### config.mk
export PLATFORM = sky130hd
export DESIGN_NAME = calculator_stage_sequencer
export DESIGN_NICKNAME = d
export VERILOG_FILES = /design/src/rtl/calculator_stage_sequencer.sv
export SDC_FILE = /design/constraint.sdc
export NUM_CORES = 1
export LEC_CHECK = 0
export CAP_MARGIN = 25
export CORE_ASPECT_RATIO = 1.25
export CORE_MARGIN = 2
export CORE_UTILIZATION = 45
export DETAILED_ROUTE_END_ITERATION = 10
export GPL_TIMING_DRIVEN = 1
export PLACE_DENSITY = 0.68
export SYNTH_ARGS = -nofsm -noshare
export SYNTH_HDL_FRONTEND = slang
export SYNTH_SLANG_ARGS = --single-unit
### constraint.sdc
create_clock -name IN_clk -period 1.7 [get_ports IN_clk]
set_input_delay 0.255 -clock IN_clk [delete_from_list [all_inputs] [get_ports IN_clk]]
set_output_delay 0.255 -clock IN_clk [all_outputs]
set_load 0.01 [all_outputs]
### src/rtl/calculator_stage_sequencer.sv
// Front-end control stage of the calculator: debounces the board buttons and steps
// through operand A, operation select, operand B and answer display.

module calculator_stage_sequencer_debounce #(
    parameter int DEBOUNCE_CYCLES = 1_000_000
) (
    input  logic IN_clk,
    input  logic IN_rst_n,
    input  logic IN_raw,
    output logic OUT_press
);
    localparam int CNT_W = (DEBOUNCE_CYCLES > 2) ? $clog2(DEBOUNCE_CYCLES) : 1;
    localparam logic [CNT_W-1:0] CNT_MAX = CNT_W'(DEBOUNCE_CYCLES - 1);

    logic [1:0]       sync;
    logic [CNT_W-1:0] cnt;
    logic             deb;
    logic             deb_d;

    // The counter only runs while the synchronised level disagrees with the accepted one.
    always_ff @(posedge IN_clk or negedge IN_rst_n) begin
        if (!IN_rst_n) begin
            sync  <= '0;
            cnt   <= '0;
            deb   <= 1'b0;
            deb_d <= 1'b0;
        end else begin
            sync  <= {sync[0], IN_raw};
            deb_d <= deb;
            if (sync[1] == deb) begin
                cnt <= '0;
            end else if (cnt == CNT_MAX) begin
                deb <= ~deb;
                cnt <= '0;
            end else begin
                cnt <= cnt + CNT_W'(1);
            end
        end
    end

    assign OUT_press = deb & ~deb_d;
endmodule

module calculator_stage_sequencer #(
    parameter int DEBOUNCE_CYCLES = 1_000_000,
    parameter int NUM_OPS         = 5
) (
    input  logic        IN_clk,
    input  logic        IN_rst_n,
    input  logic [15:0] IN_switches,
    input  logic        IN_center_button,
    input  logic        IN_up_button,
    input  logic        IN_down_button,
    input  logic        IN_clear_button,
    output logic [15:0] OUT_operand_a,
    output logic [15:0] OUT_operand_b,
    output logic [2:0]  OUT_operation_code,
    output logic        OUT_calc_start,
    output logic        OUT_show_16bit_input,
    output logic        OUT_show_operation,
    output logic        OUT_show_answer
);
    localparam int NUM_BTNS = 4;
    localparam logic [2:0] OP_MAX = 3'(NUM_OPS - 1);

    localparam logic [2:0] S_IDLE        = 3'd0;
    localparam logic [2:0] S_ENTER_A     = 3'd1;
    localparam logic [2:0] S_SELECT_OP   = 3'd2;
    localparam logic [2:0] S_ENTER_B     = 3'd3;
    localparam logic [2:0] S_SHOW_ANSWER = 3'd4;

    logic [NUM_BTNS-1:0] btn_raw;
    logic [NUM_BTNS-1:0] btn_press;
    logic center_ev, up_ev, down_ev, clear_ev;

    assign btn_raw = {IN_clear_button, IN_down_button, IN_up_button, IN_center_button};

    for (genvar g = 0; g < NUM_BTNS; g++) begin : g_btn
        calculator_stage_sequencer_debounce #(
            .DEBOUNCE_CYCLES(DEBOUNCE_CYCLES)
        ) u_deb (
            .IN_clk   (IN_clk),
            .IN_rst_n (IN_rst_n),
            .IN_raw   (btn_raw[g]),
            .OUT_press(btn_press[g])
        );
    end

    assign center_ev = btn_press[0];
    assign up_ev     = btn_press[1];
    assign down_ev   = btn_press[2];
    assign clear_ev  = btn_press[3];

    logic [2:0]  state, state_nxt;
    logic [15:0] a_nxt, b_nxt;
    logic [2:0]  code_nxt;
    logic        start_nxt;

    // Clear beats everything; a center event in SELECT_OP freezes the code as it stands.
    always_comb begin
        state_nxt = state;
        a_nxt     = OUT_operand_a;
        b_nxt     = OUT_operand_b;
        code_nxt  = OUT_operation_code;
        start_nxt = 1'b0;
        if (clear_ev) begin
            state_nxt = S_IDLE;
            a_nxt     = '0;
            b_nxt     = '0;
            code_nxt  = '0;
        end else begin
            case (state)
                S_IDLE:      if (center_ev) state_nxt = S_ENTER_A;
                S_ENTER_A:   if (center_ev) begin
                                 state_nxt = S_SELECT_OP;
                                 a_nxt     = IN_switches;
                             end
                S_SELECT_OP: if (center_ev) begin
                                 state_nxt = S_ENTER_B;
                             end else if (up_ev && !down_ev) begin
                                 code_nxt = (OUT_operation_code == OP_MAX) ? 3'd0 : OUT_operation_code + 3'd1;
                             end else if (down_ev && !up_ev) begin
                                 code_nxt = (OUT_operation_code == 3'd0) ? OP_MAX : OUT_operation_code - 3'd1;
                             end
                S_ENTER_B:   if (center_ev) begin
                                 state_nxt = S_SHOW_ANSWER;
                                 b_nxt     = IN_switches;
                                 start_nxt = 1'b1;
                             end
                S_SHOW_ANSWER: if (center_ev) state_nxt = S_ENTER_A;
                default:     state_nxt = S_IDLE;
            endcase
        end
    end

    always_ff @(posedge IN_clk or negedge IN_rst_n) begin
        if (!IN_rst_n) begin
            state                <= S_IDLE;
            OUT_operand_a        <= '0;
            OUT_operand_b        <= '0;
            OUT_operation_code   <= '0;
            OUT_calc_start       <= 1'b0;
            OUT_show_16bit_input <= 1'b0;
            OUT_show_operation   <= 1'b0;
            OUT_show_answer      <= 1'b0;
        end else begin
            state                <= state_nxt;
            OUT_operand_a        <= a_nxt;
            OUT_operand_b        <= b_nxt;
            OUT_operation_code   <= code_nxt;
            OUT_calc_start       <= start_nxt;
            OUT_show_16bit_input <= (state_nxt == S_ENTER_A) || (state_nxt == S_ENTER_B);
            OUT_show_operation   <= (state_nxt == S_SELECT_OP);
            OUT_show_answer      <= (state_nxt == S_SHOW_ANSWER);
        end
    end
endmodule

==> impl_metrics.py, run 1 <==
metrics = {
    "yosys": {
        "synth_cell_types": 33,
        "ys_ff_latch": 138,
        "avgSynthCellArea_sq_um": 9.88,
        "synth_cells": 622,
        "ys_warn_count": 0,
        "synth.cell_area_sq_mm": 0.00615,
        "synth_nets": 652,
        "ys_seq_area_frac": 0.562,
    },
    "cts": {
        "clk_latency_ns": 0.42,
        "clock-sinks": 138,
        "clkTransAtPathRegs_ns": 0.06,
        "cts_root_buf": "clkbuf_16",
        "cts_htree_levels": 4,
        "numCtsBuffers": 17,
        "clock_path_buffers": 2,
        "cts_tree": "done",
    },
    "timing": {
        "finalSetupViolCount": 0,
        "timing.final.crit_period_ns": 1.64,
        "skew_ns": 0.00721,
        "fmax_mhz": 608,
        "hold_violations": 0,
        "tns_ns": 0,
        "timing.final.ws_setup_ns": 0.0555,
        "fin_crit_sh": 0.967,
        "drv_slew": 0,
        "slew_headroom": 0.712,
        "worst_pin_slew_ns": 0.433,
        "rsz0062_at_grt": "true",
    },
    "min_path": {
        "min-delay-start": "IN_down_button",
        "hp-class": "input port to flip-flop",
    },
    "layout": {
        "drive_gt1_frac": 0.187,
        "register_area_sq_mm": 0.00346,
        "nNetsFinal": 782,
        "final_cells": 936,
        "final_area_sq_mm": 0.00824,
        "fillers": 1113,
        "diodes": 0,
        "area_growth_pct": 34.0,
        "multi_input_area_sq_mm": 0.00267,
    },
    "grt": {
        "grt_antenna_before_repair": 0,
        "grt_pass1_vias": 4937,
        "grt_pass1_wl_mm": 22.1,
        "grt_use_total": 0.191,
        "grt_max_degree": 43,
        "grt_overflow": 0,
    },
    "power_and_ir_drop": {
        "cellPowerDensity_mw_per_mm2": 888,
        "p_leak_nw": 3.74,
        "peakVddDrop_mv": 0.469,
    },
    "placed_design": {
        "dpl.cell_count": 898,
        "dp_hpwl_mm": 9.19,
        "placed_area_sq_mm": 0.00747,
        "port_buffers": 60,
        "place_congestion": 0.810,
        "place_ws_ns": -0.0922,
    },
    "drt": {
        "dr.pass1.iters": 4,
        "remaining_drc_errors": 0,
        "vias": 4765,
        "wl_mm": 12.9,
        "wire_per_inst_um": 13.8,
        "ant_nets": 0,
        "vias_per_cell": 5.09,
        "drtIter0Drc": 200,
    },
    "worst_setup_path": {
        "r2r-start": "OUT_operation_code[1]$_DFFE_PN0P_",
        "ff2ff_setup_slack_ns": 0.06,
        "regToRegEndpoint": "OUT_operation_code[0]$_DFFE_PN0P_",
        "max_stage_delay_ns": 0.36,
        "path_class": "flip-flop to flip-flop",
        "critPathLaunch": "OUT_operation_code[1]$_DFFE_PN0P_",
        "r2r_cells": 6,
        "crit_arrival_ns": 1.98,
        "critPathLaunchType": "flip-flop",
        "cp_slowest_cell": "dfrtp_1",
        "crit_end": "OUT_operation_code[0]$_DFFE_PN0P_",
        "required_ns": 2.04,
        "critical_path.cell_chain": "inv_1 > ha_4 > ha_1 > mux2_2 > or3_1 > a21oi_1",
        "end_kind": "flip-flop",
        "cp_max_fo": 3,
    },
    "run_status": {
        "status": "finished, final reports clean",
    },
    "die": {
        "core_sq_mm": 0.0133,
        "die_x_um": 109,
        "die-area_sq_mm": 0.0146,
        "die_y_um": 135,
        "rows": 47,
        "io_pins": 61,
        "initial_core_util": 0.463,
    },
    "flow_run": {
        "drv_cap": 0,
    },
}
metrics by stage:
stage                     hold WS (ns)  utilization  power [W]
after global routing             0.261        0.620    0.00760
after global placement           0.204        0.562    0.00367
after CTS                        0.266        0.610    0.00740
final                            0.284        0.620    0.00732
after floorplan                -0.0406            -    0.00347
after detailed placement         0.202        0.562    0.00368
critical path: cells and delay by family, from the launching register on:
kind,cells,cell delay (ns)
mux,1,0.28
fa+ha+maj,2,0.37
buf+inv,1,0.08
compound gates,1,0.13
simple gates,1,0.35
flops,1,0.36
cell usage in the layout, fill, tap and decap left out, types with 2 or more instances in the layout:
cell	synthesis	final
or4_4	0	2
a21oi_1	39	39
clkdlybuf4s50_1	0	57
and4_1	9	9
dfrtp_2	0	2
mux2_2	7	7
xor2_1	47	47
clkinvlp_4	0	4
dfrtp_1	138	136
or3_1	2	2
clkinv_2	0	4
nand2b_1	5	3
nand4b_1	2	2
nor4_1	11	6
nor4_2	0	4
and3_1	11	11
nand2_1	94	93
ha_4	0	2
dlygate4sd2_1	0	2
nand3_1	31	30
nor3_1	12	9
xnor2_1	31	31
nand4_1	16	16
clkinv_4	0	2
inv_6	0	2
buf_4	0	65
nor3b_1	3	2
inv_1	15	15
clkbuf_16	0	17
nor2_1	102	102
nor3_2	0	2
or2_2	5	4
ha_1	8	5
bufinv_16	0	3
buf_12	0	7
registers in the layout, summed over array words and instances, names as in the netlist, 3 cells and up:
signal              flops
g_btn.u_deb.sync        8
OUT_operand_a          16
OUT_operation_code      3
g_btn.u_deb.cnt        80
state                   3
g_btn.u_deb.deb_d       4
g_btn.u_deb.deb         4
OUT_operand_b          16
where the power goes:
| group | switching, W | total (W) | internal, W |
|---|---|---|---|
| Sequential | 0.0000240 | 0.00334 | 0.00332 |
| Clock | 0.00139 | 0.00369 | 0.00230 |
| Combinational | 0.000149 | 0.000282 | 0.000133 |
area by class of cell:
type | count | area share
clock buffer | 17 | 0.0516
clock inverter | 15 | 0.0213
inverter | 15 | 0.00683
multi-input combinational | 447 | 0.325
sequential | 138 | 0.420
tap | 171 | 0.0260
timing repair buffer | 133 | 0.150
routing by layer:
layer | GRT usage | part of all wire | up-vias
li1 | - | - | 2324
met1 | 0.223 | 0.42 | 2342
met2 | 0.339 | 0.53 | 89
met3 | 0.0420 | 0.034 | 10
met4 | 0.0762 | 0.013 | 0
met5 | 0 | 0 | -
cells in the mapped netlist:
master      n  area share
nor2b_1     1      0.0010
clkbuf_1   12      0.0073
nor3b_1     3      0.0037
buf_2       9      0.0073
mux2_2      7       0.013
and2_1      1      0.0010
nand2_1    94       0.057
o221a_2     1      0.0018
mux2i_1     1      0.0016
nor4b_1     2      0.0029
nor4bb_1    1      0.0016
or4b_2      1      0.0016
buf_1       1     0.00061
and4_1      9       0.013
ha_1        8       0.016
a21oi_1    39       0.032
nor3_1     12      0.0098
and3_1     11       0.011
nand4_1    16       0.016
xnor2_1    31       0.044
dfrtp_1   138        0.56
and2b_2     1      0.0014
xor2_1     47       0.067
nand3_1    31       0.025
nor2_1    102       0.062
nand4b_1    2      0.0029
or2_2       5      0.0051
or4_1       2      0.0024
inv_1      15      0.0092
nor4_1     11       0.011
or3b_2      1      0.0014
or3_1       2      0.0020
nand2b_1    5      0.0051
cell families (layout without fill, tap and decap cells):
family / Yosys count / after routing / share of synthesized area
AO/OA/AOI/OAI: 40 / 40 / 0.0336
XOR/XNOR: 78 / 78 / 0.111
adder cells (fa/ha/maj): 8 / 8 / 0.0163
buffers and inverters: 37 / 180 / 0.0244
flip-flops: 138 / 138 / 0.562
multiplexers: 8 / 8 / 0.0145
AND/OR/NAND/NOR: 313 / 313 / 0.238
how the worst min path moves through the flow:
stage                                             endpoint  slack (ns)  cells after the start
after floorplan                   OUT_calc_start$_DFF_PN0_       -0.04                      0
after global placement        OUT_operand_a[8]$_DFFE_PN0P_        0.20                      1
after detailed placement      OUT_operand_a[8]$_DFFE_PN0P_        0.20                      1
after CTS                 g_btn[2].u_deb.sync[0]$_DFF_PN0_        0.27                      1
after global routing      g_btn[2].u_deb.sync[0]$_DFF_PN0_        0.26                      1
final                     g_btn[2].u_deb.sync[0]$_DFF_PN0_        0.28                      1
timing repair:
action,in CTS,in global routing
hold buffers,1,0
pin swaps,1,3
resized for setup,5,21
setup endpoints to repair,25,95
endpoints found under the hold margin,37,0
buffers inserted,2,3
(Power assumes the default switching activity.)
==> run 2: changes to the inputs <==
--- a/config.mk
+++ b/config.mk
@@ -6,12 +6,14 @@
 export NUM_CORES = 1
 export LEC_CHECK = 0
 export CAP_MARGIN = 25
+export CELL_PAD_IN_SITES_DETAIL_PLACEMENT = 2
+export CELL_PAD_IN_SITES_GLOBAL_PLACEMENT = 2
 export CORE_ASPECT_RATIO = 1.25
 export CORE_MARGIN = 2
-export CORE_UTILIZATION = 45
+export CORE_UTILIZATION = 33
 export DETAILED_ROUTE_END_ITERATION = 10
 export GPL_TIMING_DRIVEN = 1
-export PLACE_DENSITY = 0.68
+export PLACE_DENSITY_LB_ADDON = 0.1
 export SYNTH_ARGS = -nofsm -noshare
 export SYNTH_HDL_FRONTEND = slang
 export SYNTH_SLANG_ARGS = --single-unit
==> impl_metrics.py, run 2 (synthesis gave the netlist of run 1 again) <==
metrics = {
    "drt": {
        "vias": 5027,
        "vias_per_cell": 4.99,
        "dr.pass1.iters": 4,
        "wire_per_inst_um": 18.4,
        "remaining_drc_errors": 0,
        "ant_nets": 0,
        "drtIter0Drc": 128,
        "wl_mm": 18.5,
    },
    "cts": {
        "clock_path_buffers": 2,
        "clkTransAtPathRegs_ns": 0.06,
        "cts_root_buf": "clkbuf_16",
        "numCtsBuffers": 17,
        "clock-sinks": 138,
        "clk_latency_ns": 0.42,
        "cts_htree_levels": 4,
        "cts_tree": "done",
    },
    "grt": {
        "grt_overflow": 0,
        "grt_antenna_before_repair": 0,
        "grt_pass1_vias": 5844,
        "grt_max_degree": 43,
        "grt_use_total": 0.192,
        "grt_pass1_wl_mm": 29.9,
    },
    "worst_setup_path": {
        "cp_max_fo": 3,
        "crit_arrival_ns": 2.07,
        "crit_family": "simple AND/OR/NAND/NOR gates",
        "path_class": "flip-flop to flip-flop",
        "required_ns": 2.01,
        "critPathLaunchType": "flip-flop",
        "cp_slowest_cell": "nor3_1",
        "critical_path.cell_chain": "buf_4 > buf_4 > nand4_1 > nor3_1 > nand4_1 > xor2_1 > nor2_1",
        "end_kind": "flip-flop",
        "critical_path_buf_inv_count": 2,
        "max_stage_delay_ns": 0.44,
    },
    "timing": {
        "hold_violations": 0,
        "fin_crit_sh": 1.04,
        "skew_ns": 0.00638,
        "timing.final.crit_period_ns": 1.77,
        "timing.final.ws_setup_ns": -0.0666,
        "worst_pin_slew_ns": 0.493,
        "rsz0062_at_grt": "true",
        "tns_ns": -0.150,
        "finalSetupViolCount": 4,
        "slew_headroom": 0.669,
        "fmax_mhz": 566,
        "drv_slew": 0,
    },
    "die": {
        "die-area_sq_mm": 0.0197,
        "die_y_um": 157,
        "die_x_um": 126,
        "io_pins": 61,
        "initial_core_util": 0.338,
        "core_sq_mm": 0.0182,
        "rows": 55,
    },
    "power_and_ir_drop": {
        "p_int_w": 0.00618,
        "swShare": 0.204,
        "power_frac_seq": 0.431,
        "p_sw_w": 0.00158,
        "cellPowerDensity_mw_per_mm2": 901,
        "pwr-share-clk": 0.531,
        "combPwrFrac": 0.038,
        "peakVddDrop_mv": 0.648,
        "p_leak_nw": 3.91,
    },
    "layout": {
        "nNetsFinal": 798,
        "top_register": "g_btn.u_deb.cnt",
        "area_growth_pct": 40.1,
        "diodes": 0,
        "fin_util": 0.474,
        "largestRegisters": "g_btn.u_deb.cnt: 80 flops, OUT_operand_a: 16 flops, OUT_operand_b: 16 flops",
        "drive_gt1_frac": 0.221,
        "largest_register_ff_count": 80,
        "final_common_cell": "dfrtp_1",
        "final_cell_mix": "dfrtp_1 (137), nor2_1 (101), nand2_1 (93)",
    },
    "placed_design": {
        "port_buffers": 60,
        "dp_hpwl_mm": 12.0,
        "place_congestion": 0.752,
    },
    "min_path": {
        "hp-class": "input port to flip-flop",
    },
    "run_status": {
        "violations": "negative setup slack",
        "status": "finished with violations",
    },
    "flow_run": {
        "drv_cap": 0,
    },
}
[run 2: cell types whose count changed in the layout (fill, tap and decap cells not counted), moves of 3 or more]
cell        change
clkinvlp_4      -4
buf_4          +12
nor3_1          -3
or2_4           +3
clkinv_2        -4
clkbuf_8        +7
nor3_2          +3
nor4_4          +3
[run 2: final timing paths]
| path | from | end | slack, ns | cells after the start |
|---|---|---|---|---|
| worst max-delay path | g_btn[3].u_deb.cnt[1]$_DFF_PN0_ | g_btn[3].u_deb.cnt[13]$_DFF_PN0_ | -0.07 | 7 |
| worst min-delay path | IN_up_button | g_btn[1].u_deb.sync[0]$_DFF_PN0_ | 0.28 | 1 |
| worst max register to register | g_btn[3].u_deb.cnt[1]$_DFF_PN0_ | g_btn[3].u_deb.cnt[13]$_DFF_PN0_ | -0.07 | 7 |
| worst min register to register | g_btn[1].u_deb.sync[0]$_DFF_PN0_ | g_btn[1].u_deb.sync[1]$_DFF_PN0_ | 0.35 | 0 |
| max in group asynchronous | IN_rst_n | g_btn[3].u_deb.deb_d$_DFF_PN0_ | 0.73 | 3 |
| min in group asynchronous | IN_rst_n | OUT_operand_a[11]$_DFFE_PN0P_ | 0.31 | 2 |
[run 2: power groups by stage]
| stage | Sequential, W | Combinational [W] | Clock (W) |
|---|---|---|---|
| 3_5_place_dp | 0.00340 | 0.000282 | 0 |
| 2_1_floorplan | 0.00340 | 0.0000725 | 0 |
| 3_3_place_gp | 0.00340 | 0.000271 | 0 |
| 5_1_grt | 0.00335 | 0.000335 | 0.00435 |
| 4_1_cts | 0.00334 | 0.000296 | 0.00421 |
| 6_report | 0.00335 | 0.000297 | 0.00412 |
[run 2: layout make-up]
type / count / area [sq um]
timing repair buffer: 146 / 1330
sequential: 138 / 3450
fill: 1879 / 9550
inverter: 15 / 56.3
tap: 228 / 285
clock buffer: 26 / 529
multi-input combinational: 450 / 2830
clock inverter: 5 / 129
[run 2: stage by stage]
stage	total power, W	instances	setup slack [ns]	hold WS [ns]	cell area (sq um)
after floorplan	0.00347	622	-0.0120	-0.0406	6160
after CTS	0.00785	1001	0.000198	0.261	8440
after detailed placement	0.00368	965	-0.244	0.196	7610
after global routing	0.00803	1008	-0.218	0.278	8610
after global placement	0.00367	965	-0.0983	0.186	7610
final	0.00776	1008	-0.0666	0.277	8610
[run 2: worst reg2reg max path, cell delays in order (launching register included)]
cell	delay, ns
dfrtp_1	0.39
buf_4	0.13
buf_4	0.10
nand4_1	0.17
nor3_1	0.44
nand4_1	0.20
xor2_1	0.18
nor2_1	0.06
[run 2: what timing repair did]
action | in CTS | in global routing
endpoints found under the setup margin | 83 | 69
cloned | 1 | 2
setup buffers | 4 | 5
resized for setup | 29 | 25
endpoints found under the hold margin | 35 | 0
pin swaps | 6 | 13
hold buffers | 1 | 0
[run 2: per-layer routing]
layer  wire [um]  global-route usage  up-vias
li1            -                   -     2352
met3         443              0.0359       13
met2       10500               0.369       60
met5           0                   0        -
met1        7350               0.213     2602
met4         208              0.0549        0
==> RTL edit (settings of run 1) <==
`DEBOUNCE_CYCLES` is set to 1_000_000 in 2 places; all go to 250_000.
--- a/src/rtl/calculator_stage_sequencer.sv
+++ b/src/rtl/calculator_stage_sequencer.sv
@@ -2,7 +2,7 @@
 // through operand A, operation select, operand B and answer display.
 
 module calculator_stage_sequencer_debounce #(
-    parameter int DEBOUNCE_CYCLES = 1_000_000
+    parameter int DEBOUNCE_CYCLES = 250_000
 ) (
     input  logic IN_clk,
     input  logic IN_rst_n,
@@ -42,7 +42,7 @@
 endmodule
 
 module calculator_stage_sequencer #(
-    parameter int DEBOUNCE_CYCLES = 1_000_000,
+    parameter int DEBOUNCE_CYCLES = 250_000,
     parameter int NUM_OPS         = 5
 ) (
     input  logic        IN_clk,
Function: same outputs for any inputs over 10 cycles, from zero or initial values and one cycle with IN_rst_n low; that may be too few to reach the edited logic, so the function may still have changed.
==> RTL edit against run 1 <==
  * The flow now finishes with violations (negative setup slack)
  * Final area is 4.3% lower
  * Synthesized area is 3.8% lower
  * Die area is 3.7% lower
  * Synthesized cell count is 7.9% lower
  * Global-route usage is 0.68 points lower
  * Power is 2.5% lower
  * Routed wire length is 1.1% lower
  * Sequential cell count is 8 lower
  * Core utilization is 0.30 points lower
  * Non-clock buffer count is 14 lower
  * First-iteration DRC count is 50% higher
  * Maximum frequency is 17% lower
  * Setup slack worse by 340 ps
==> RTL edit: results (changes against run 1) <==
TIMING.SETUP.TNS_PS=-4699  # -4699 ps
WIRE_PER_INST_UM=14.57  # +5.9%
WORST_PATH_SETUP_SLACK_AFTER_ROUTING_PS=-281.6  # -337.1 ps
FILLERS=1060  # -4.8%
PLACE.GP.CONGESTION=0.8883  # +9.7%
WORST_PATH_LARGEST_CELL_DELAY_PS=560  # +200 ps
IRDROPWORSTVDD_V=0.0005725  # +22%
TIMING.CLOCK.SKEW_PS=6.445  # -0.7685 ps
PRE_CTS_WS_PS=-295.6  # -203.4 ps
YOSYS-TOP-CELLS-COUNT='dfrtp_1 (130), nor2_1 (98), nand2_1 (49)'
LARGEST_REGISTERS='g_btn.u_deb.cnt: 72 flops, OUT_operand_a: 16 flops, OUT_operand_b: 16 flops'
FLOORPLAN.DIE.WIDTH_UM=106.5  # -1.8%
MULTI_INPUT_AREA_UM2=2663  # -0.42%
STATUS='finished, violations left'
SEQAREAFRACTION_PCT=41.29  # -0.66 points
CP_MAX_FO=2  # -1
DETAILEDROUTE.FIRSTITERATIONVIOLATIONS=299  # +50%
TRITONCTS.NUM_BUFFERS=17  # unchanged
TIMING.SLEW.HEADROOM_PCT=67.82  # -3.3 points
NCLKBUFFERS=18  # +1
FINAL-SETUP-VIOL-COUNT=18  # +18
SYNTH_SEQ_AREA_SHARE_PCT=55.00  # -1.2 points
GRT_START_MAX_NET_PINS=94  # +120%
NONCLOCKINVERTERCOUNT=14  # -1
SYNTH_CELL_TYPE_COUNT=46  # +39%
POWER_LEAKAGE_nW=3.504  # -6.4%
LAYOUT-DRIVE-GT1-SHARE_PCT=18.27  # -0.42 points
SIGNAL_BUFFER_AREA_FRACTION_PCT=13.97  # -1.1 points
PLACEDCELLCOUNT=838  # -6.7%
SYN-NUM-NETS=603  # -7.5%
SEQUENTIAL_CELLS=130  # -5.8%
NNONCLKBUFFERS=119  # -11%
AVGSYNTHCELLAREA_UM2=10.32  # +4.4%
GLOBAL_ROUTE_WIRE_LENGTH_BEFORE_REPAIR_UM=21140  # -4.2%
SYNTH_AREA_LEADERS='dfrtp_1 (55%), nor2_1 (6.2%), xnor2_1 (5.8%)'
VIOLATIONS_IN_THE_FINAL_REPORTS='negative setup slack'
NUM-NETS-FINAL=723  # -7.5%
CRITICAL-PATH-SLOWEST-CELL='or4_4'
POST_DRT_VIA_CELL_RATIO=5.253  # +3.2%
FIRST_GLOBAL_VIAS=4598  # -6.9%
WORSTREGTOREGCELLS=4  # -2
CP_DATA_ARRIVAL_TIME_PS=2270  # +290 ps
-- RTL edit: cell count changes in the layout (fill, tap and decap cells not counted), sizes merged, moves of 14 or more --
cell / before / now
xor2: 47 / 24
nand2: 94 / 49
mux2i: 1 / 18
buf: 73 / 59
-- RTL edit: power by group --
part	total, mW	internal (mW)	switching, mW
clock	3.63	2.33	1.30
combinational	0.317	0.154	0.164
sequential	3.19	3.15	0.0380
-- RTL edit: logic make-up (layout without fill, tap and decap cells) --
logic type	Yosys count	count (layout)	synth area share (%)
flops	130	130	55.00
simple gates	271	271	22.76
buf+inv	32	165	2.242
xor+xnor	63	63	9.329
mux	23	23	3.998
fa+ha+maj	8	8	1.692
compound gates	46	46	4.972
-- RTL edit: worst paths after layout --
check / start / endpoint / slack (ps)
max: g_btn[2].u_deb.cnt[4] / g_btn[2].u_deb.deb / -280
min: IN_rst_n / g_btn[1].u_deb.cnt[8] / 210
max reg2reg: g_btn[2].u_deb.cnt[4] / g_btn[2].u_deb.deb / -280
min reg2reg: g_btn[0].u_deb.sync[0] / g_btn[0].u_deb.sync[1] / 350
max in group asynchronous: IN_rst_n / OUT_operand_b[2] / 810
min in group IN_clk: IN_up_button / g_btn[1].u_deb.sync[0] / 290
-- RTL edit: repair_timing --
item / in CTS / in global routing
hold buffers: 1 / 0
resized for setup: 0 / 26
buffers inserted: 0 / 2
gates cloned: 0 / 1
hold endpoints to repair: 37 / 0
endpoints found under the setup margin: 19 / 52
pin swaps: 4 / 6
-- RTL edit: routing by layer --
layer  track usage (%)  part of all wire, %
met4             6.854                  1.8
met1             22.03                   41
met2             31.87                   52
met5                 0                    0
met3             4.844                  4.9
-- RTL edit: worst max-delay path, delay by kind of cell (launching register included) --
family	cells	cell delay (ps)
simple gates	3	1190
mux	1	290
flops	1	370
